<file path="src/rtl/uart_frame_parser.sv">
// Deframer for SYNC/LEN/payload/CHK byte frames. Payload is released only after the checksum passes.
// Optional UART_FRAME_STATS_EN adds saturating ok_count/err_count outputs.
module uart_frame_parser #(
    parameter int unsigned MAX_PAYLOAD    = 16,
    parameter logic [7:0]  SYNC_BYTE      = 8'hA5,
    parameter int unsigned TIMEOUT_CYCLES = 50000
) (
    input  logic        clk,
    input  logic        reset,
    input  logic        ena,
    input  logic [7:0]  in_data,
    input  logic        in_valid,
    output logic        in_ready,
    output logic [7:0]  out_data,
    output logic        out_valid,
    output logic        out_last,
    input  logic        out_ready,
    output logic        frame_ok,
    output logic        frame_err,
    output logic [1:0]  err_code
`ifdef UART_FRAME_STATS_EN
    ,
    output logic [15:0] ok_count,
    output logic [15:0] err_count
`endif
);

    localparam int unsigned IdxW    = (MAX_PAYLOAD > 1) ? $clog2(MAX_PAYLOAD) : 1;
    localparam int unsigned Depth   = 1 << IdxW;
    localparam logic [7:0]  MaxLen  = 8'(MAX_PAYLOAD);
    localparam logic [31:0] TmoLast = 32'(TIMEOUT_CYCLES - 1);

    typedef enum logic [2:0] {StHunt, StLen, StPayload, StCheck, StEmit} state_e;

    state_e            state_q, state_d;
    logic [IdxW-1:0]   len_m1_q, len_m1_d;
    logic [IdxW-1:0]   wr_idx_q, wr_idx_d;
    logic [IdxW-1:0]   rd_idx_q, rd_idx_d;
    logic [7:0]        sum_q, sum_d;
    logic [31:0]       tmo_q, tmo_d;
    logic              ok_q, ok_d;
    logic              err_q, err_d;
    logic [1:0]        code_q, code_d;
    logic [7:0]        buf_q [Depth];
    logic              wr_en;
    logic              accept;
    logic              xfer;
    logic [7:0]        chk_sum;

    always_comb begin
        state_d  = state_q;
        len_m1_d = len_m1_q;
        wr_idx_d = wr_idx_q;
        rd_idx_d = rd_idx_q;
        sum_d    = sum_q;
        tmo_d    = tmo_q;
        ok_d     = 1'b0;
        err_d    = 1'b0;
        code_d   = code_q;
        wr_en    = 1'b0;

        in_ready  = ena && (state_q != StEmit);
        accept    = in_ready && in_valid;
        out_valid = (state_q == StEmit);
        out_data  = out_valid ? buf_q[rd_idx_q] : 8'h00;
        out_last  = out_valid && (rd_idx_q == len_m1_q);
        xfer      = out_valid && out_ready && ena;
        chk_sum   = sum_q + in_data;

        unique case (state_q)
            StHunt: begin
                if (accept && in_data == SYNC_BYTE) begin
                    state_d = StLen;
                    sum_d   = 8'h00;
                    tmo_d   = 32'd0;
                end
            end
            StLen: begin
                if (accept) begin
                    tmo_d = 32'd0;
                    if (in_data == 8'h00 || in_data > MaxLen) begin
                        err_d   = 1'b1;
                        code_d  = 2'd1;
                        state_d = StHunt;
                    end else begin
                        len_m1_d = IdxW'(in_data - 8'd1);
                        sum_d    = in_data;
                        wr_idx_d = '0;
                        state_d  = StPayload;
                    end
                end
            end
            StPayload: begin
                if (accept) begin
                    tmo_d    = 32'd0;
                    wr_en    = 1'b1;
                    sum_d    = chk_sum;
                    wr_idx_d = wr_idx_q + 1'b1;
                    if (wr_idx_q == len_m1_q) state_d = StCheck;
                end
            end
            StCheck: begin
                if (accept) begin
                    tmo_d = 32'd0;
                    if (chk_sum == 8'h00) begin
                        ok_d     = 1'b1;
                        rd_idx_d = '0;
                        state_d  = StEmit;
                    end else begin
                        err_d   = 1'b1;
                        code_d  = 2'd2;
                        state_d = StHunt;
                    end
                end
            end
            StEmit: begin
                if (xfer) begin
                    rd_idx_d = rd_idx_q + 1'b1;
                    if (out_last) state_d = StHunt;
                end
            end
            default: state_d = StHunt;
        endcase

        // Idle enabled cycles inside a frame count towards the abort.
        if (ena && !accept && (state_q == StLen || state_q == StPayload || state_q == StCheck)) begin
            if (tmo_q >= TmoLast) begin
                err_d   = 1'b1;
                code_d  = 2'd3;
                state_d = StHunt;
                tmo_d   = 32'd0;
            end else begin
                tmo_d = tmo_q + 32'd1;
            end
        end
    end

    always_ff @(posedge clk) begin
        if (reset) begin
            state_q  <= StHunt;
            len_m1_q <= '0;
            wr_idx_q <= '0;
            rd_idx_q <= '0;
            sum_q    <= 8'h00;
            tmo_q    <= 32'd0;
            ok_q     <= 1'b0;
            err_q    <= 1'b0;
            code_q   <= 2'd0;
        end else begin
            state_q  <= state_d;
            len_m1_q <= len_m1_d;
            wr_idx_q <= wr_idx_d;
            rd_idx_q <= rd_idx_d;
            sum_q    <= sum_d;
            tmo_q    <= tmo_d;
            ok_q     <= ok_d;
            err_q    <= err_d;
            code_q   <= code_d;
        end
    end

    always_ff @(posedge clk) begin
        if (wr_en) buf_q[wr_idx_q] <= in_data;
    end

    assign frame_ok  = ok_q;
    assign frame_err = err_q;
    assign err_code  = code_q;

`ifdef UART_FRAME_STATS_EN
    logic [15:0] ok_cnt_q, err_cnt_q;

    always_ff @(posedge clk) begin
        if (reset) begin
            ok_cnt_q  <= 16'd0;
            err_cnt_q <= 16'd0;
        end else begin
            if (ok_d && ok_cnt_q != 16'hFFFF) ok_cnt_q <= ok_cnt_q + 16'd1;
            if (err_d && err_cnt_q != 16'hFFFF) err_cnt_q <= err_cnt_q + 16'd1;
        end
    end

    assign ok_count  = ok_cnt_q;
    assign err_count = err_cnt_q;
`endif

endmodule

</file>
<file path="config.mk">
export PLATFORM = sky130hd
export DESIGN_NAME = uart_frame_parser
export DESIGN_NICKNAME = d
export VERILOG_FILES = /design/src/rtl/uart_frame_parser.sv
export SDC_FILE = /design/constraint.sdc
export NUM_CORES = 1
export LEC_CHECK = 0
export ABC_AREA = 1
export BUFFER_PORTS_ARGS = -buffer_cell sky130_fd_sc_hd__buf_2
export CORE_MARGIN = 8
export CORE_UTILIZATION = 40
export DETAILED_ROUTE_END_ITERATION = 8
export SLEW_MARGIN = 20
export SYNTH_ARGS = -nofsm -noshare
export SYNTH_HDL_FRONTEND = slang
export SYNTH_SLANG_ARGS = --single-unit
</file>
<file path="constraint.sdc">
create_clock -name clk -period 2.7 [get_ports clk]
set_input_delay 0.135 -clock clk [delete_from_list [all_inputs] [get_ports clk]]
set_output_delay 0.135 -clock clk [all_outputs]
set_load 0.01 [all_outputs]
</file>
==> flow_metrics.env <==
export IMPL_status="completed"
export IMPL_firstDrtPassIters=4
export IMPL_syn_cell_area_um2=8440
export IMPL_vias=6130
export IMPL_die_x_um=161
export IMPL_numPortBuffers=27
export IMPL_row_count=53
export IMPL_setup_worst_path_end="out_data[5]"
export IMPL_fmax_ghz=0.403
export IMPL_post_cts_buffers=0
export IMPL_synth_xor_area_share_pct=2.49
export IMPL_avgRoutedWirePerCell_um=16.8
export IMPL_finalCritPeriodShare_pct=91.9
export IMPL_rsz0062_at_grt="false"
export IMPL_rr_endpoint="buf_q[11][4]$_DFFE_PP_"
export IMPL_synth_area_mux_share_pct=0
export IMPL_yosys_area_share_simple_pct=17.3
export IMPL_grt_start_max_net_pins=65
export IMPL_ff2ff_path_depth=9
export IMPL_clockBufferDepth=2
export IMPL_num_io_pins=28
export IMPL_via_per_inst=5.21
export IMPL_htree_levels=4
export IMPL_die_y_um=161
export IMPL_critical_path_class="flip-flop to primary output"
export IMPL_hpwl_um=12700
export IMPL_p_total_mw=5.64
export IMPL_synth_compound_area_share_pct=12.6
export IMPL_grt_usage_pct=15.4
export IMPL_drc=0
export IMPL_synth_cells=847
export IMPL_hold_viol=0
export IMPL_diodes=0
export IMPL_arrival_ns=2.35
export IMPL_finalCriticalPeriod_ns=2.48
export IMPL_end_kind="primary output"
export IMPL_maxCapViolations=0
export IMPL_synth_fp_nets=876
export IMPL_path_clk_slew_ns=0.07
export IMPL_ant_nets=0
export IMPL_setup_viol=0
export IMPL_initial_core_util_pct=40.4
export IMPL_cts_hold_buf=0
export IMPL_total_leakage_power_nw=3.54
export IMPL_gr_total_overflow=0
export IMPL_cts_inserted_buffers=17
export IMPL_synth_top_family_by_area="simple AND/OR/NAND/NOR gates"
export IMPL_grt_pass1_wl_um=31500
export IMPL_ir_worst_vdd_mv=0.443
export IMPL_hold_class="input port to flip-flop"
export IMPL_syn2layout_area_growth_pct=13.2
export IMPL_slew_headroom_pct=50.7
export IMPL_finalNetCount=918
export IMPL_cts_tree="built"
export IMPL_crit_fanout=64
export IMPL_core_um2=20900
export IMPL_slew_violations=0
export IMPL_cp_required_ns=2.57
export IMPL_clock_skew_ns=0.0111
export IMPL_antenna_found_initial=0
export IMPL_worst_pin_slew_ns=0.740
export IMPL_drt_iter0_markers=481
export IMPL_die_area_um2=26000
export IMPL_grt_pass1_vias=5929
export IMPL_synth_adder_area_share_pct=2.46
export IMPL_routed_wl_um=19700
export IMPL_r2r_start="state_q[1]$_SDFF_PP0_"
export IMPL_synth_seq_cells=191
export IMPL_cts_resized=0
export IMPL_clk_insertion_delay_late_ns=0.43
export IMPL_power_per_cell_area_nw_per_um2=590
export IMPL_seq_area_frac_synth_pct=60.5
export IMPL_cts_sinks=191
export IMPL_setup_tns_final_ns=0
export IMPL_drive_above_1_share_pct=12.1
export IMPL_place_congestion=0.812
export IMPL_synthDistinctLibCells=41
export IMPL_crit_path_start_kind="flip-flop"
export IMPL_ys_warn_count=0
export IMPL_syn_area_per_cell_um2=9.96
export IMPL_reg2reg_slack_ns=0.43
export IMPL_cts_root_buffer="clkbuf_16"
where the power goes:
group | leakage, nW | internal [mW] | switching (mW)
registers | 1.66 | 3.11 | 0.000232
logic | 1.60 | 0.0311 | 0.0954
clock network | 0.286 | 1.24 | 1.16
total | 3.54 | 4.38 | 1.25
sequential cells by signal, summed over array words and instances (netlist names), named ones only:
signal / count
frame_ok: 1
tmo_q: 32
err_code: 2
rd_idx_q: 4
len_m1_q: 4
sum_q: 8
state_q: 3
wr_idx_q: 4
buf_q: 128
frame_err: 1
cell usage after synthesis:
cell type | instances | share of area (%)
a211oi_1 | 1 | 0.089
a21o_1 | 1 | 0.089
a21oi_1 | 45 | 2.7
a31oi_1 | 1 | 0.074
and3_1 | 1 | 0.074
buf_2 | 1 | 0.059
buf_4 | 3 | 0.27
buf_6 | 3 | 0.40
clkbuf_1 | 29 | 1.3
clkinv_1 | 2 | 0.089
dfxtp_1 | 63 | 15
edfxtp_1 | 128 | 46
fa_1 | 1 | 0.24
ha_1 | 15 | 2.2
inv_1 | 51 | 2.3
inv_2 | 4 | 0.18
inv_4 | 1 | 0.074
nand2_1 | 112 | 5.0
nand2_2 | 2 | 0.15
nand2_4 | 1 | 0.13
nand3_1 | 37 | 2.2
nand3_2 | 1 | 0.12
nand3b_1 | 2 | 0.18
nand4_1 | 14 | 1.0
nor2_1 | 149 | 6.6
nor2_2 | 2 | 0.15
nor2_4 | 3 | 0.40
nor2_8 | 1 | 0.24
nor3_1 | 4 | 0.24
nor3_4 | 1 | 0.19
nor3b_1 | 2 | 0.18
nor4_1 | 5 | 0.37
o211ai_1 | 9 | 0.80
o21ai_0 | 83 | 4.9
o21ai_1 | 7 | 0.42
o221ai_1 | 24 | 2.5
o22ai_1 | 12 | 0.89
o311a_1 | 1 | 0.12
or2_2 | 1 | 0.074
xnor2_1 | 10 | 1.0
xor2_1 | 14 | 1.5
stage by stage:
| stage | hold slack (ns) | utilization, % | std cells | setup WS (ns) | area, um2 |
|---|---|---|---|---|---|
| after floorplan | 0.225 | - | 847 | 0.700 | 8440 |
| after global placement | 0.427 | 43.0 | 1145 | 0.441 | 8990 |
| after detailed placement | 0.428 | 43.0 | 1145 | 0.392 | 8990 |
| after CTS | 0.0699 | 45.7 | 1177 | 0.210 | 9550 |
| after global routing | 0.0795 | 45.7 | 1177 | 0.0300 | 9550 |
| final | 0.0890 | 45.7 | 1177 | 0.218 | 9550 |
placed cells by master, fill, tap and decap left out, drive strengths merged, types with 5 or more instances in the layout:
| master | n |
|---|---|
| o21ai | 90 |
| nand2 | 115 |
| nor4 | 5 |
| clkinv | 7 |
| o22ai | 12 |
| inv | 65 |
| nor2 | 155 |
| clkbuf | 18 |
| edfxtp | 128 |
| xnor2 | 10 |
| buf | 59 |
| a21oi | 45 |
| dfxtp | 63 |
| nand4 | 14 |
| o211ai | 9 |
| ha | 15 |
| o221ai | 24 |
| nor3 | 5 |
| xor2 | 14 |
| nand3 | 38 |
worst max-delay path, stage by stage, from the launching register on:
cell      delay (ns)
dfxtp_2         0.34
buf_4           0.50
o21ai_0         0.19
o221ai_1        0.21
o211ai_1        0.14
a21oi_1         0.29
buf_2           0.20
logic make-up (layout without fill, tap and decap cells):
| group | count (synthesis) | count (layout) |
|---|---|---|
| buffers and inverters | 94 | 149 |
| xor gates and xnor gates | 24 | 24 |
| DFF | 191 | 191 |
| AOI/OAI and AO/OA | 184 | 184 |
| adders and majority gates | 16 | 16 |
| and+or+nand+nor | 338 | 338 |
worst min-delay path by stage:
stage	from	endpoint	slack (ns)	cells past startpoint
final	in_data[5]	buf_q[4][5]$_DFFE_PP_	0.09	1
after global routing	in_data[5]	buf_q[4][5]$_DFFE_PP_	0.08	1
after CTS	in_data[5]	buf_q[4][5]$_DFFE_PP_	0.07	1
after detailed placement	tmo_q[16]$_SDFFE_PP0P_	tmo_q[16]$_SDFFE_PP0P_	0.43	2
after global placement	tmo_q[16]$_SDFFE_PP0P_	tmo_q[16]$_SDFFE_PP0P_	0.43	2
after floorplan	in_data[0]	len_m1_q[0]$_SDFFE_PP0P_	0.23	1
layer usage:
metal | GRT usage, % | up-vias | share of wire, %
met3 | 3.23 | 33 | 5.1
li1 | - | 3044 | -
met2 | 23.7 | 139 | 45
met1 | 21.0 | 2914 | 48
met5 | 0 | - | 0
met4 | 5.98 | 0 | 2.1
area by class of cell:
| class | count | area [um2] |
|---|---|---|
| inverter | 58 | 220 |
| clock inverter | 14 | 125 |
| timing repair buffer | 59 | 375 |
| fill | 2027 | 11300 |
| clock buffer | 18 | 439 |
| sequential | 191 | 5110 |
| tap | 275 | 344 |
| multi-input combinational | 562 | 2940 |
Power figures use the tool's default switching activity.
